`src/rtl/lifo_stack.sv`:
```
// Parametrised synchronous LIFO with registered top-of-stack, replace-top and sticky error flags.
// Optional feature: define LIFO_STACK_PEEK_EN to add a combinational peek port into the stack.
module lifo_stack #(
  parameter int WIDTH = 8,
  parameter int DEPTH = 64,
  localparam int CNT_W = $clog2(DEPTH + 1)
) (
  input  logic             clk,
  input  logic             reset,
  input  logic             push,
  input  logic             pop,
  input  logic [WIDTH-1:0] push_data,
  input  logic             err_clear,
`ifdef LIFO_STACK_PEEK_EN
  input  logic [CNT_W-1:0] peek_idx,
  output logic [WIDTH-1:0] peek_data,
`endif
  output logic [WIDTH-1:0] top_data,
  output logic [CNT_W-1:0] count,
  output logic             empty,
  output logic             full,
  output logic             overflow,
  output logic             underflow
);

  localparam int ADDR_W = $clog2(DEPTH);

  logic [WIDTH-1:0]  mem [DEPTH];
  logic [ADDR_W-1:0] top_addr;
  logic [ADDR_W-1:0] below_addr;
  logic [ADDR_W-1:0] wr_addr;
  logic [CNT_W-1:0]  count_nxt;
  logic [WIDTH-1:0]  top_nxt;
  logic              wr_en;
  logic              ovf_set;
  logic              unf_set;

  assign top_addr   = ADDR_W'(count - CNT_W'(1));
  assign below_addr = ADDR_W'(count - CNT_W'(2));

  // NOTE: every signal driven here gets a default first, so no path leaves one unassigned (no latch).
  always_comb begin
    count_nxt = count;
    top_nxt   = top_data;
    wr_en     = 1'b0;
    wr_addr   = count[ADDR_W-1:0];
    ovf_set   = 1'b0;
    unf_set   = 1'b0;
    if (push && pop) begin
      wr_en   = 1'b1;
      top_nxt = push_data;
      if (empty) begin
        // Nothing to replace: the push goes through alone and the pop is flagged.
        count_nxt = CNT_W'(1);
        unf_set   = 1'b1;
      end else begin
        wr_addr = top_addr;
      end
    end else if (push) begin
      if (full) begin
        ovf_set = 1'b1;
      end else begin
        wr_en     = 1'b1;
        count_nxt = count + CNT_W'(1);
        top_nxt   = push_data;
      end
    end else if (pop) begin
      if (empty) begin
        unf_set = 1'b1;
      end else if (count == CNT_W'(1)) begin
        count_nxt = '0;
        top_nxt   = '0;
      end else begin
        count_nxt = count - CNT_W'(1);
        top_nxt   = mem[below_addr];
      end
    end
  end

  // NOTE: sequential state uses non-blocking assignments so every register samples pre-edge values.
  always_ff @(posedge clk) begin
    if (reset) begin
      count     <= '0;
      top_data  <= '0;
      empty     <= 1'b1;
      full      <= 1'b0;
      overflow  <= 1'b0;
      underflow <= 1'b0;
    end else begin
      count     <= count_nxt;
      top_data  <= top_nxt;
      empty     <= (count_nxt == '0);
      full      <= (count_nxt == CNT_W'(DEPTH));
      overflow  <= ovf_set | (overflow & ~err_clear);
      underflow <= unf_set | (underflow & ~err_clear);
    end
  end

  // NOTE: storage is deliberately not reset; entries at or above count are never observed.
  always_ff @(posedge clk) begin
    if (wr_en) mem[wr_addr] <= push_data;
  end

`ifdef LIFO_STACK_PEEK_EN
  logic [ADDR_W-1:0] peek_addr;
  assign peek_addr = ADDR_W'(count - CNT_W'(1) - peek_idx);
  assign peek_data = (peek_idx < count) ? mem[peek_addr] : '0;
`endif

endmodule

```
`config.mk`:
```
export PLATFORM = sky130hd
export DESIGN_NAME = lifo_stack
export DESIGN_NICKNAME = d
export VERILOG_FILES = /design/src/rtl/lifo_stack.sv
export SDC_FILE = /design/constraint.sdc
export NUM_CORES = 1
export LEC_CHECK = 0
export ABC_AREA = 1
export BUFFER_PORTS_ARGS = -buffer_cell sky130_fd_sc_hd__buf_4
export CAP_MARGIN = 0
export CELL_PAD_IN_SITES_DETAIL_PLACEMENT = 1
export CELL_PAD_IN_SITES_GLOBAL_PLACEMENT = 2
export CORE_MARGIN = 2
export CORE_UTILIZATION = 30
export CTS_CLUSTER_SIZE = 16
export DETAILED_ROUTE_END_ITERATION = 7
export PLACE_DENSITY = 0.56
export SETUP_SLACK_MARGIN = 0.5
export SYNTH_ARGS = -nofsm -noshare
export SYNTH_HDL_FRONTEND = slang
export SYNTH_SLANG_ARGS = --single-unit
```
`constraint.sdc`:
```
create_clock -name clk -period 3.5 [get_ports clk]
set_input_delay 0.525 -clock clk [delete_from_list [all_inputs] [get_ports clk]]
set_output_delay 0.525 -clock clk [all_outputs]
set_load 0.1 [all_outputs]
```
## After elaboration in Yosys (flattened, before gate mapping)

Memories as Yosys holds them, arrays and structs flattened.
Index checks and enable logic that the tools add are counted.

- Flip-flop bits (word level): 19
- Bits in latches: 0
- RAM bits: 512
- Memory bits (read-only): 0
- Logic and storage cells: 50
- Memories: 1

- $add $sub $neg: 3
- $mul: 0
- Div/mod/pow operators: 0
- Magnitude comparators: 0
- Eq/ne operators: 4
- Shift operators: 0
- Mux-type cells: 27
- Bitwise operators: 5
- Reduce and logical (&&, ||, !) cells: 4

Memories:

| name | words | width | rd ports | clocked after memory_dff | write ports | RTL line | RTL |
|---|---|---|---|---|---|---|---|
| mem | 64 | 8 | 1 | 0 | 1 | 28 | `logic [WIDTH-1:0] mem [DEPTH];` |

Operators by type and width:

| kind | count |
|---|---|
| 7-bit two-way mux | 7 |
| 8-bit two-way mux | 6 |
| 1-bit two-way mux | 12 |
| 6-bit two-way mux | 2 |
| 7-bit by 1-bit adder with 7-bit output (second input constant) | 1 |
| 7-bit by 1-bit == test with 1-bit output (second input constant) | 1 |
| 7-bit == test (second input constant) | 1 |
| 7-bit zero test | 1 |
| 7-bit by 1-bit subtractor with 7-bit output (second input constant) | 1 |
| 3-bit by 2-bit inequality test with 1-bit output (second input constant) | 2 |
| 6-bit by 2-bit subtractor with 6-bit output (second input constant) | 1 |
| 3-bit AND reduction | 1 |
| 3-bit nonzero test | 1 |
| 1-bit bitwise AND | 2 |
| 1-bit bitwise OR | 2 |
| 1-bit logical AND | 1 |
| 1-bit NOT | 1 |

## Depth between registers and ports, before layout

- Depth in word-level cells: 7
- Mapped depth: 15
- Mapped depth without buffers: 13

## Worst setup path after synthesis

OpenSTA, ideal clock, no wires.

- Kind: register -> register
- From: register count[1]
- To: memory mem[56][0] (enable)
- Arrival: 3122 ps
- Data required time: 3130 ps
- Path slack: 8 ps
- Stages on the path, launching flop included: 14
- Buffers on the path: 2
- Clock period less this slack: 3492 ps
- Cells stage by stage: dfxtp_1 buf_4 inv_4 clkbuf_1 ha_1 nand2_1 inv_1 nor2_2 inv_2 a21oi_2 o21ai_2 inv_2 nand2_2 nor2_1

- Longest elaborated chain between the ends: 3

RTL lines:

| item | RTL line | RTL |
|---|---|---|
| from (decl) | 19 | `output logic [CNT_W-1:0] count,` |
| from (signal assigned) | 90 | `count <= count_nxt;` |
| 7-bit by 1-bit subtractor with 7-bit output | n/a |  |
| 6-bit two-way mux | 52 | `if (empty) begin` |
| 6-bit two-way mux * | 49 | `if (push && pop) begin` |
| to (decl) | 28 |  |

Mark *: on every way between the ends. The rest lies on a longest branch, timed or not.

## Worst setup path after layout

- From: register count[0]
- To: register top_data[4]

- Longest elaborated chain between the ends: 7
- Elaborated cells between the ends (all ways): 8
- Classes of those cells: add/sub (1); eq/ne (1); mux (5); memory (1)

RTL lines:

| item | RTL line | RTL |
|---|---|---|
| 6-bit by 2-bit subtractor with 6-bit output | 39 | `assign below_addr = ADDR_W'(count - CNT_W'(2));` |
| memory 64 x 8 bit | n/a |  |
| 8-bit two-way mux * | 70 | `end else if (count == CNT_W'(1)) begin` |
| 8-bit two-way mux * | 68 | `if (empty) begin` |
| 8-bit two-way mux * | 67 | `end else if (pop) begin` |
| 8-bit two-way mux * | 59 | `end else if (push) begin` |
| 8-bit two-way mux * | 49 |  |
| to (signal assigned) | 91 | `top_data <= top_nxt;` |
| to (decl) | 18 | `output logic [WIDTH-1:0] top_data,` |

Mark *: on every way between the ends. The rest lies on a longest branch, timed or not. The select of a mux whose other input is x is not followed.
A chain may end at the register's enable or synchronous reset.

==> summary.md <==
| Metric | Value |
|---|---|
| Post-DRT Antenna Nets | 0 |
| Setup-failing EPs final | 0 |
| Critical Path End Type | flip-flop |
| Max-cap violations | 0 |
| Avg WL per Cell | about 22 um |
| Die area | slightly below 80000 um2 |
| Layout cells sized above 1 | 0.110 |
| Yosys top cell area share | 0.666 |
| Tcrit/Tclk final | 0.800 |
| Vias in the first global route | about 17000 |
| Buffer depth of the longest clock path | 3 |
| RSZ-0062 raised after global routing | true |
| Initial antenna violation count | 0 |
| Reg2Reg Setup Slack | 0.70 ns |
| Critical path arrival | 3.36 ns |
| Fmax | 357 MHz |
| Max stage delay on crit path | around 0.48 ns |
| Cts bufs inserted | 61 |
| Drt drc | 0 |
| Final Max Slew Viols | 0 |
| I/O pin count | 32 |
| Fin nets | roughly 2300 |
| Nature of the critical path startpoint | flip-flop |
| GRT Total Usage | 0.193 |
| Iter 0 DRT Violations | 1044 |
| LEAKAGE | roughly 11 nW |
| Die width | approximately 280 um |
| Core ar. | around 76000 um2 |
| Final min period | roughly 2.8 ns |
| PwrDens | roughly 600 nW/um2 |
| Synth area leader | edfxtp_1 |
| TritonRoute pass-1 iters | 5 |
| Crit Path Category | flip-flop to flip-flop |
| Final instance area | approximately 27000 um2 |
| Final RePlAce weighted congestion | 0.783 |
| Hold Startpoint | reset |
| Worst clock skew | around 0.021 ns |
| Hold/Removal Path Class | input pin to flip-flop |
| Critical-path cell with the highest stage delay | buf_12 |
| Status | complete, no violations |
| Critical Path RT | between 4 and 5 ns |
| Vias/cell | around 4.7 |
| Largest net degree at the start of global routing | 153 |
| Buffers added on ports | 31 |
| First-pass GRT wire length | 112 mm |
| DP Area | 24800 um2 |
| Seq/Total Area, Yosys | 0.683 |
| Ys Warns | 0 |
| Routed Wire Length | roughly 75 mm |
| Hold EP | underflow$_SDFF_PP0_ |
| VDD IR max | between 300 and 400 uV |
| Synthesized Nets | between 2000 and 2500 |
| Final hold vios | 0 |
| Cell chain of the critical path | buf_12, nor2_1, nor2_1, o21ai_0, nand3_1, nand3_1, nand3_1, nand3_1, nand2_1, nand2_1, a21oi_1 |
| CTS tree | done |
| Crit Path Max Fanout | 152 |
| Main area contributors after synthesis | edfxtp_1 67%, nand2_1 12%, nand3_1 7.2% |
| Yosys reg bits | around 530 |
| # rows | ~100 |
| HPWL after detailed placement | around 44 mm |
| Worst-Margin Slew | about 1.0 ns |
| Worst slew margin | 0.308 |
| Worst R2R Path Depth | 11 |
| Layout area overhead | 16.3% |
| Worst-skew pair later-pin latency | about 0.65 ns |
| Critical Path Most Common Cell | nand3_1 |
| Post-Syn Area | 23100 um2 |
| Syn avg cell area | 10.3 um2 |
| Worst-path clk slew | around 0.060 ns |
| Hold Path Depth | 2 |
| Setup Fix Bufs, Post-CTS | 0 |
| Starting Density | 0.303 |
| CTS root buffer | clkbuf_16 |
| H-tree levels | 2 |
| Global route overflow | 0 |
| Unique masters post-synth | 33 |
| Clock sink count | between 500 and 600 |
| Critical R2R Capture | top_data[4]$_SDFFE_PP0P_ |
| Vias | 15900 |
| RR Startpoint | count[0]$_SDFF_PP0_ |
| # hold bufs at CTS | 0 |
| Syn Inst Count | about 2200 |
| Setup tns final | 0 ns |
| Die height | about 280 um |
flip-flops by register name, summed over array words and instances (netlist names):
signal     flops
overflow       1
count          7
top_data       8
underflow      1
mem          512
full           1
empty          1
critical path, delay by kind of cell, from the launching register on:
family / cells / cell delay, ns
flip-flops: 1 / 0.45
AND/OR/NAND/NOR: 8 / 1.16
AO/OA/AOI/OAI: 2 / 0.31
buffers and inverters: 1 / 0.48
cell usage in the layout (no fill, tap or decap), types with 16 or more instances in the layout:
cell type	instances
nand2_1	745
edfxtp_1	512
nand3_1	331
inv_1	184
nor2_1	181
buf_4	108
o21ai_0	65
clkbuf_16	62
a21oi_1	24
clkinv_2	17
dfxtp_1	16
timing repair:
item                       4_1_cts  5_1_grt
gates resized for setup          1       10
setup endpoints to repair       72       72
hold endpoints to repair         0        0
pin swaps                        0        0
power by group:
group	internal, W	switching, W
logic	0.000582	0.00189
registers	0.00706	0.0000408
clock network	0.00375	0.00274
logic make-up after synthesis:
logic type                 after synthesis  share of synthesized area
AOI/OAI and AO/OA                       98                     0.0221
xor gates and xnor gates                 6                    0.00342
adders and majority gates                7                    0.00380
buffers and inverters                  308                     0.0568
DFF                                    531                      0.683
and+or+nand+nor                       1288                      0.231
how the worst max path moves through the flow:
stage	start	to	slack, ns	depth (start not counted)
global route	count[0]$_SDFF_PP0_	mem[57][3]$_DFFE_PP_	0.49	9
global placement	pop	mem[63][5]$_DFFE_PP_	0.37	11
floorplan	count[1]$_SDFF_PP0_	mem[56][0]$_DFFE_PP_	0.53	13
detailed placement	pop	mem[63][5]$_DFFE_PP_	0.28	11
CTS	count[2]$_SDFF_PP0_	mem[48][0]$_DFFE_PP_	0.40	9
finish	count[0]$_SDFF_PP0_	top_data[4]$_SDFFE_PP0P_	0.70	11
layer usage:
| layer | global-route usage | share of wire |
|---|---|---|
| met1 | 0.276 | 0.49 |
| met2 | 0.309 | 0.46 |
| met3 | 0.0278 | 0.037 |
| met4 | 0.0475 | 0.020 |
| met5 | 0 | 0 |
metrics by stage:
| stage | cells | total power [W] | utilization | setup slack (ns) | hold slack [ns] |
|---|---|---|---|---|---|
| after floorplan | 2238 | 0.00868 | - | 0.533 | 0.588 |
| after global placement | 3272 | 0.00974 | 0.326 | 0.373 | 0.454 |
| after detailed placement | 3272 | 0.00975 | 0.326 | 0.283 | 0.456 |
| after CTS | 3387 | 0.0163 | 0.352 | 0.398 | 0.0927 |
| after global routing | 3387 | 0.0167 | 0.353 | 0.493 | 0.125 |
| final | 3389 | 0.0161 | 0.353 | 0.698 | 0.131 |
layout make-up:
class / instances / area (um2)
Inverter: 196 / 748
Clock buffer: 68 / 1570
Fill cell: 8496 / 49200
Clock inverter: 47 / 454
Tap cell: 1030 / 1290
Timing Repair Buffer: 116 / 971
Antenna cell: 2 / 5.00
Sequential cell: 531 / 15800
Multi-Input combinational cell: 1399 / 6040
synthesized netlist by cell type, drive strengths merged:
master,count
dfxtp,19
o22ai,1
xnor2,1
o21ai,71
edfxtp,512
a211oi,1
nand2,757
nor3,1
inv,195
clkbuf,26
and2,1
xor2,5
nor2,194
nand4,4
clkinv,1
a21oi,25
ha,7
buf,86
nand3,331
No activity file was read; power rests on OpenSTA's default activity.
